--- config.mk ---
export PLATFORM = sky130hd
export DESIGN_NAME = rgbtoyuv444
export DESIGN_NICKNAME = d
export VERILOG_FILES = /design/src/rtl/rgbtoyuv444.sv
export SDC_FILE = /design/constraint.sdc
export NUM_CORES = 2
export LEC_CHECK = 0
export ABC_AREA = 1
export BUFFER_PORTS_ARGS = -buffer_cell sky130_fd_sc_hd__buf_2
export CORE_UTILIZATION = 45
export CTS_CLUSTER_DIAMETER = 40
export DETAILED_ROUTE_END_ITERATION = 8
export GPL_TIMING_DRIVEN = 0
export HOLD_SLACK_MARGIN = 0.1
export PLACE_DENSITY = 0.6
export SLEW_MARGIN = 20
export SYNTH_ARGS = -nofsm -noshare
export SYNTH_HDL_FRONTEND = slang
export SYNTH_SLANG_ARGS = --single-unit
--- constraint.sdc ---
create_clock -name aclk_i -period 4.2 [get_ports aclk_i]
set_input_delay 0.21 -clock aclk_i [delete_from_list [all_inputs] [get_ports aclk_i]]
set_output_delay 0.21 -clock aclk_i [all_outputs]
set_load 0.01 [all_outputs]
--- src/rtl/rgbtoyuv444.sv ---
// rtl/rgbtoyuv444.sv - streaming RGB to studio-range BT.601 YUV444 converter
//
// Purpose: converts packed 8-bit RGB pixels (B[7:0], G[15:8], R[23:16], pad[31:24])
// into packed 8-bit YUV444 pixels (V[7:0], U[15:8], Y[23:16], 0[31:24]). All
// DATA_WIDTH/32 pixels of a beat are converted in parallel through a three-stage
// pipeline: coefficient products, rounded sums, then shifted and offset bytes.
//
// Ports:
//   aclk_i, rst_i          clock (rising edge), synchronous active-high reset
//   src_t_*_i / src_t_ready_o   RGB input stream (slave)
//   dst_t_*_o / dst_t_ready_i   YUV output stream (master)
//   strb/keep/last/id/dest/user sidebands travel with their beat unchanged
module rgbtoyuv444 #(
  parameter int DATA_WIDTH = 64,
  parameter int ID_WIDTH   = 8,
  parameter int DEST_WIDTH = 4,
  parameter int USER_WIDTH = 8
) (
  input  logic                    aclk_i,
  input  logic                    rst_i,
  input  logic                    src_t_valid_i,
  output logic                    src_t_ready_o,
  input  logic [DATA_WIDTH-1:0]   src_t_data_i,
  input  logic [DATA_WIDTH/8-1:0] src_t_strb_i,
  input  logic [DATA_WIDTH/8-1:0] src_t_keep_i,
  input  logic                    src_t_last_i,
  input  logic [ID_WIDTH-1:0]     src_t_id_i,
  input  logic [DEST_WIDTH-1:0]   src_t_dest_i,
  input  logic [USER_WIDTH-1:0]   src_t_user_i,
  output logic                    dst_t_valid_o,
  input  logic                    dst_t_ready_i,
  output logic [DATA_WIDTH-1:0]   dst_t_data_o,
  output logic [DATA_WIDTH/8-1:0] dst_t_strb_o,
  output logic [DATA_WIDTH/8-1:0] dst_t_keep_o,
  output logic                    dst_t_last_o,
  output logic [ID_WIDTH-1:0]     dst_t_id_o,
  output logic [DEST_WIDTH-1:0]   dst_t_dest_o,
  output logic [USER_WIDTH-1:0]   dst_t_user_o
);

  localparam int PIX = DATA_WIDTH / 32;
  localparam int SW  = DATA_WIDTH / 8;
  localparam int SBW = 2 * SW + 1 + ID_WIDTH + DEST_WIDTH + USER_WIDTH;

  // Product index c: 0..2 -> Y from R,G,B; 3..5 -> U; 6..8 -> V.
  localparam logic signed [17:0] COEF [9] = '{
    18'sd66,  18'sd129,  18'sd25,
    -18'sd38, -18'sd74,  18'sd112,
    18'sd112, -18'sd94,  -18'sd18
  };

  logic [SBW-1:0] src_sb;
  assign src_sb = {src_t_strb_i, src_t_keep_i, src_t_last_i,
                   src_t_id_i, src_t_dest_i, src_t_user_i};

  logic                  s1_valid_q, s2_valid_q, s3_valid_q;
  logic [SBW-1:0]        s1_sb_q, s2_sb_q, s3_sb_q;
  logic signed [17:0]    s1_prod_d [PIX][9];
  logic signed [17:0]    s1_prod_q [PIX][9];
  logic signed [17:0]    s2_sum_d  [PIX][3];
  logic signed [17:0]    s2_sum_q  [PIX][3];
  logic [DATA_WIDTH-1:0] s3_data_d, s3_data_q;
  logic                  s1_ready, s2_ready, s3_ready;
  logic                  unused_pad;

  // A stage can load when empty or when its occupant leaves this cycle,
  // so bubbles collapse without a global stall.
  assign s3_ready      = !s3_valid_q || dst_t_ready_i;
  assign s2_ready      = !s2_valid_q || s3_ready;
  assign s1_ready      = !s1_valid_q || s2_ready;
  assign src_t_ready_o = s1_ready && !rst_i;

  always_comb begin
    unused_pad = 1'b0;
    for (int k = 0; k < PIX; k++) begin
      unused_pad = unused_pad ^ (^src_t_data_i[32*k+24 +: 8]);
      for (int c = 0; c < 9; c++) begin
        // Channel offset: R at +16, G at +8, B at +0 within the pixel.
        s1_prod_d[k][c] = COEF[c] *
          $signed({10'd0, src_t_data_i[32*k + 16 - 8*(c%3) +: 8]});
      end
    end
  end

  always_comb begin
    for (int k = 0; k < PIX; k++) begin
      for (int c = 0; c < 3; c++) begin
        s2_sum_d[k][c] = s1_prod_q[k][3*c] + s1_prod_q[k][3*c+1] +
                         s1_prod_q[k][3*c+2] + 18'sd128;
      end
    end
  end

  always_comb begin
    s3_data_d = '0;
    for (int k = 0; k < PIX; k++) begin
      // Results lie in [16,240]; only the low byte is kept.
      s3_data_d[32*k +: 32] = {8'h00,
                               8'((s2_sum_q[k][0] >>> 8) + 18'sd16),
                               8'((s2_sum_q[k][1] >>> 8) + 18'sd128),
                               8'((s2_sum_q[k][2] >>> 8) + 18'sd128)};
    end
  end

  always_ff @(posedge aclk_i) begin
    if (rst_i) begin
      s1_valid_q <= 1'b0;
      s2_valid_q <= 1'b0;
      s3_valid_q <= 1'b0;
      s1_sb_q    <= '0;
      s2_sb_q    <= '0;
      s3_sb_q    <= '0;
      s1_prod_q  <= '{default: '0};
      s2_sum_q   <= '{default: '0};
      s3_data_q  <= '0;
    end else begin
      if (s1_ready) s1_valid_q <= src_t_valid_i;
      if (s1_ready && src_t_valid_i) begin
        s1_prod_q <= s1_prod_d;
        s1_sb_q   <= src_sb;
      end
      if (s2_ready) s2_valid_q <= s1_valid_q;
      if (s2_ready && s1_valid_q) begin
        s2_sum_q <= s2_sum_d;
        s2_sb_q  <= s1_sb_q;
      end
      if (s3_ready) s3_valid_q <= s2_valid_q;
      if (s3_ready && s2_valid_q) begin
        s3_data_q <= s3_data_d;
        s3_sb_q   <= s2_sb_q;
      end
    end
  end

  assign dst_t_valid_o = s3_valid_q;
  assign dst_t_data_o  = s3_data_q;
  assign {dst_t_strb_o, dst_t_keep_o, dst_t_last_o,
          dst_t_id_o, dst_t_dest_o, dst_t_user_o} = s3_sb_q;

endmodule
**Yosys cells after proc, flatten, opt, wreduce, memory -nomap -nowiden**

Cells that the tools add are included.
W data, S select, Z words.

- Add/sub/neg operators: 24
- Multipliers: 18
- Reduce and logical (&&, ||, !) cells: 11

Operator list:

| cell | count |
|---|---|
| $add A16 B16 Y16 | 8 |
| $add A16 B9 Y16 const B | 6 |
| $mul A7 B9 Y15 const A | 4 |
| $mul A3 B8 Y11 const A | 4 |
| $add A16 B14 Y16 | 2 |
| $add A16 B15 Y16 | 2 |
| $add A8 B8 Y8 const B | 4 |
| $mul A8 B8 Y16 const A | 2 |
| $mul A6 B9 Y15 const A | 2 |
| $mul A5 B9 Y14 const A | 2 |
| $mul A6 B8 Y14 const A | 2 |
| $mul A5 B8 Y13 const A | 2 |
| $add A8 B6 Y8 const B | 2 |
| $logic_and A1 B1 Y1 | 4 |
| $logic_not A1 Y1 | 4 |
| $logic_or A1 B1 Y1 | 3 |

- Bits in registers: 506
- Input port bits: 105
- Output and inout bits: 103
- Word-level logic and storage cells: 84

**Depth between registers and ports, before layout**

- Depth after elaboration: 5
- Depth in mapped cells: 19
- Gate-level depth less buffers: 19

**Worst setup path before layout**

OpenSTA, ideal clock, no wires.

- Kind: input port to flip-flop
- Start point: input port src_t_data_i[12]
- End point: register s1_prod_q[245] (netlist name)
- Library setup time: 0.115 ns
- Data arrival time: 3.293 ns
- Required time: 4.085 ns
- Setup slack: 0.792 ns
- Stages on the path: 16
- Path buffers: 0
- Cell sequence: inv_1 > ha_1 > inv_1 > fa_1 > fa_1 > inv_1 > fa_1 > inv_1 > ha_1 > a21oi_1 > o21ai_0 > inv_1 > nand2_1 > xor2_1 > o21ai_0 > inv_1

- Word-level cells in the longest chain between the ends: 1

RTL lines:

| what | RTL line | source |
|---|---|---|
| start: declaration | 23 | `input logic [DATA_WIDTH-1:0] src_t_data_i,` |
| $mul A7 B9 Y15 | 79 | `s1_prod_d[k][c] = COEF[c] *` |
| end signal: assignment | 119 | `s1_prod_q <= s1_prod_d;` |
| end: declaration | 59 | `logic signed [17:0] s1_prod_q [PIX][9];` |

No other way between the ends.
A chain may end at the register's enable or synchronous reset.

**Worst setup path after layout**

Ends and elaborated chain as after synthesis.

==> flow_summary.toml <==
[clocking]
clkSinkCount = 436
post-cts-setup-buffers = 0
htree_levels = 3
cts_tree = "yes"
clockRootBuffer = "clkbuf_16"
clock_path_buffers = 3
cts-buffers-inserted = 70
clk_latency_ps = 610
clkSlewWorstSetupHoldPaths_ps = 50

[die]
die_w_um = 276
coreArea_um2 = 73500
initial_core_util_pct = 45.9
die_area_um2 = 76000
rows = 99
ioPinCount = 208
die_y_um = 276

[drt]
wl_per_cell_um = 18.1
drtIter0Drc = 2051
drt-vias-per-instance = 5.08
via_count = 29000
first_pass_iters = 5
drc = 0
ant_nets = 0
routed_wl_mm = 103

[power]
power_density_nw_per_um2 = 488
irDropWorstVdd_uv = 277
leakage_nw = 20.3

[worst_setup_path]
critPathLaunch = "src_t_data_i[12]"
rr_worst_depth = 11
end_kind = "flip-flop"
path_max_fanout = 9
arrival_ps = 4500
r2r_slack_ps = 1500
critical_path.endpoint = "s1_prod_q[245]"
cpMostUsedCell = "inv_1"
worst_r2r_endpoint = "s2_sum_q[32]"
max_stage_delay_ps = 550
critPathKind = "primary input to flip-flop"
r2r-start = "s1_prod_q[60]"
required_ps = 4700
crit_chain = "dlygate4sd3_1 > clkbuf_4 > inv_1 > ha_1 > inv_1 > fa_1 > fa_1 > inv_1 > fa_1 > inv_1 > ha_1 > a21oi_2 > o21ai_0 > inv_1 > nand2_1 > xor2_1 > o21ai_0 > inv_1"
crit_path_start_kind = "primary input"
critPathSlowestCell = "fa_1"

[global_route]
grtUsageMet1_pct = 36.4
grt_pass1_vias = 27300
grt_use_total_pct = 27.1
met3_usage_pct = 6.51
grt-busiest-layer = "met2"
grt_pass1_wl_mm = 156
grt_max_degree = 13
use_met2_pct = 42.8
overflow = 0
antenna_found_initial = 9

[timing]
setup_ws_ps = 197
fin_crit_ps = 4000
worstMarginPinSlew_ps = 1190
slew_violations = 0
finalSetupTns_ps = 0
relSlewSlack_pct = 20.8
rsz0062_at_grt = "no"
post-route-period-util_pct = 95.3
skew_ps = 22.0
fmax_mhz = 250
finalHoldViolCount = 0
setup_viol_count_final = 0

[min_path]
min_from = "src_t_data_i[52]"
hp-class = "primary input to flip-flop"

[synthesis]
yosysWarnings = 0
synth_area_leaders = "dfxtp_1, ha_1, fa_1"
avgSynthCellArea_um2 = 7.72
synth_cell_type_count = 37
syn_inst = 4366
syn_area_um2 = 33700
yosys.area.top_type = "dfxtp_1"
ys_seq_area_share_pct = 25.9
ys_ff_latch = 436
yosys.area.top_type_share_pct = 25.9

[status]
outcome = "finished, final reports clean"

[finish]
fin_nets = 5528
fill_cells = 7266
syn2layout_area_growth_pct = 15.3
drive_above_1_share_pct = 8.41

[job]
cap_viol_max_count = 0

[placement]
pre_cts_slack_ps = 61.3
gp_congestion = 0.938
dp_hpwl_mm = 83.9
portBuffers = 174
-- state kept, by name, indices dropped and copies added, names as in the netlist, 37 cells and up --
name,count
s2_sb_q,37
s3_sb_q,37
s1_prod_q,226
s1_sb_q,37
s2_sum_q,48
dst_t_data_o,48
-- where the power goes --
group,total (mW),switching (mW),internal (mW)
combinational,8.14,5.12,3.03
sequential,4.97,0.375,4.59
clock,5.84,2.24,3.60
-- cells in the mapped netlist --
cell type  count
buf_4         22
buf_1          5
a21boi_0       4
nor2_4         1
nand3_1      218
a21o_1        14
inv_2          4
nand2_2        3
a31oi_1       17
buf_2         43
nor2_1       756
o21a_1         4
ha_1         541
xor2_1        51
and2_1        12
conb_1         1
o2111ai_1      1
nor3_1        22
or2_2          5
nand2_1      525
clkbuf_1      74
o21bai_1      30
o21ai_0      405
buf_6         13
dfxtp_1      436
o211ai_2       3
and3_1         4
a211oi_2       5
fa_1         192
o21ai_1       17
inv_1        602
nand3b_1       3
nand4_1       35
a21oi_1      249
xnor2_1       47
clkinv_1       1
clkbuf_2       1
-- how the worst min path moves through the flow --
stage                  endpoint  slack, ps  cells after the start
4_1_cts          s1_prod_q[149]        100                      3
2_1_floorplan    s1_prod_q[109]        360                      2
3_5_place_dp   dst_t_data_o[15]        430                      1
6_report         s1_prod_q[149]        120                      3
5_1_grt          s1_prod_q[149]        120                      3
3_3_place_gp   dst_t_data_o[47]        430                      1
-- cell families (layout without fill, tap and decap cells) --
family                     count (synthesis)  after routing  synth area share (%)
buffers and inverters                    765           1128                  9.22
AOI/OAI and AO/OA                        749            749                  11.8
other                                      1             18                0.0111
and+or+nand+nor                         1584           1584                  19.0
DFF                                      436            436                  25.9
xor gates and xnor gates                  98             98                  2.55
adders and majority gates                733            733                  31.5
-- cell usage in the layout, fill, tap and decap left out, types with 6 or more instances in the layout --
master         count
xnor2_1           47
a31oi_1           17
dfxtp_1          436
fa_1             192
inv_8              6
o21ai_1           19
dlygate4sd3_1     62
nand4_1           35
buf_6             13
inv_6             12
nor3_1            22
nand2_1          525
xor2_1            51
buf_4             22
buf_2            215
nor2_1           756
nand3_1          218
o21bai_1          30
clkinv_2           7
a21o_1            14
clkbuf_1          78
o21ai_0          402
ha_1             541
inv_1            602
a21oi_1          248
clkbuf_8          10
and2_1            12
conb_1            16
clkbuf_16         73
-- final cells by class --
type                    count  area [um^2]  area share [%]
inverters                 607         2280            5.87
clock buffers              88         1980            5.10
well taps                 959         1200            3.09
repair buffers            237         1510            3.89
multi-input cells        3180        21900            56.4
clock inverters            38          397            1.02
flip-flops and latches    436         8730            22.5
plain buffers             158          830            2.14
diodes                      2         5.00          0.0129
-- per-layer routing --
layer  share of wire, %  routed length (um)
met4                2.8                2900
met1                 46               47500
met2                 43               44800
met5              0.024                  25
met3                7.7                7950
-- metrics by stage --
step	hold slack, ps	cell area [um^2]	utilization, %	power [mW]	instances
after CTS	102	38800	52.9	18.9	5703
after global placement	429	35800	48.8	12.9	5514
after floorplan	364	33700	-	10.6	4381
after detailed placement	430	35800	48.8	12.9	5515
after global routing	121	38800	52.9	20.4	5704
final	119	38800	52.9	19.0	5705
-- what timing repair did --
item / in CTS / in global routing
setup endpoints to repair: 0 / 10
hold endpoints to repair: 64 / 0
gates resized for setup: 0 / 7
hold buffers: 62 / 0
-- worst max-delay path, delay by kind of cell --
kind	cells	cell delay, ps
buf+inv	8	1230
xor+xnor	1	150
compound gates	3	500
simple gates	1	60
fa+ha+maj	5	2350
Power figures use the tool's default switching activity.
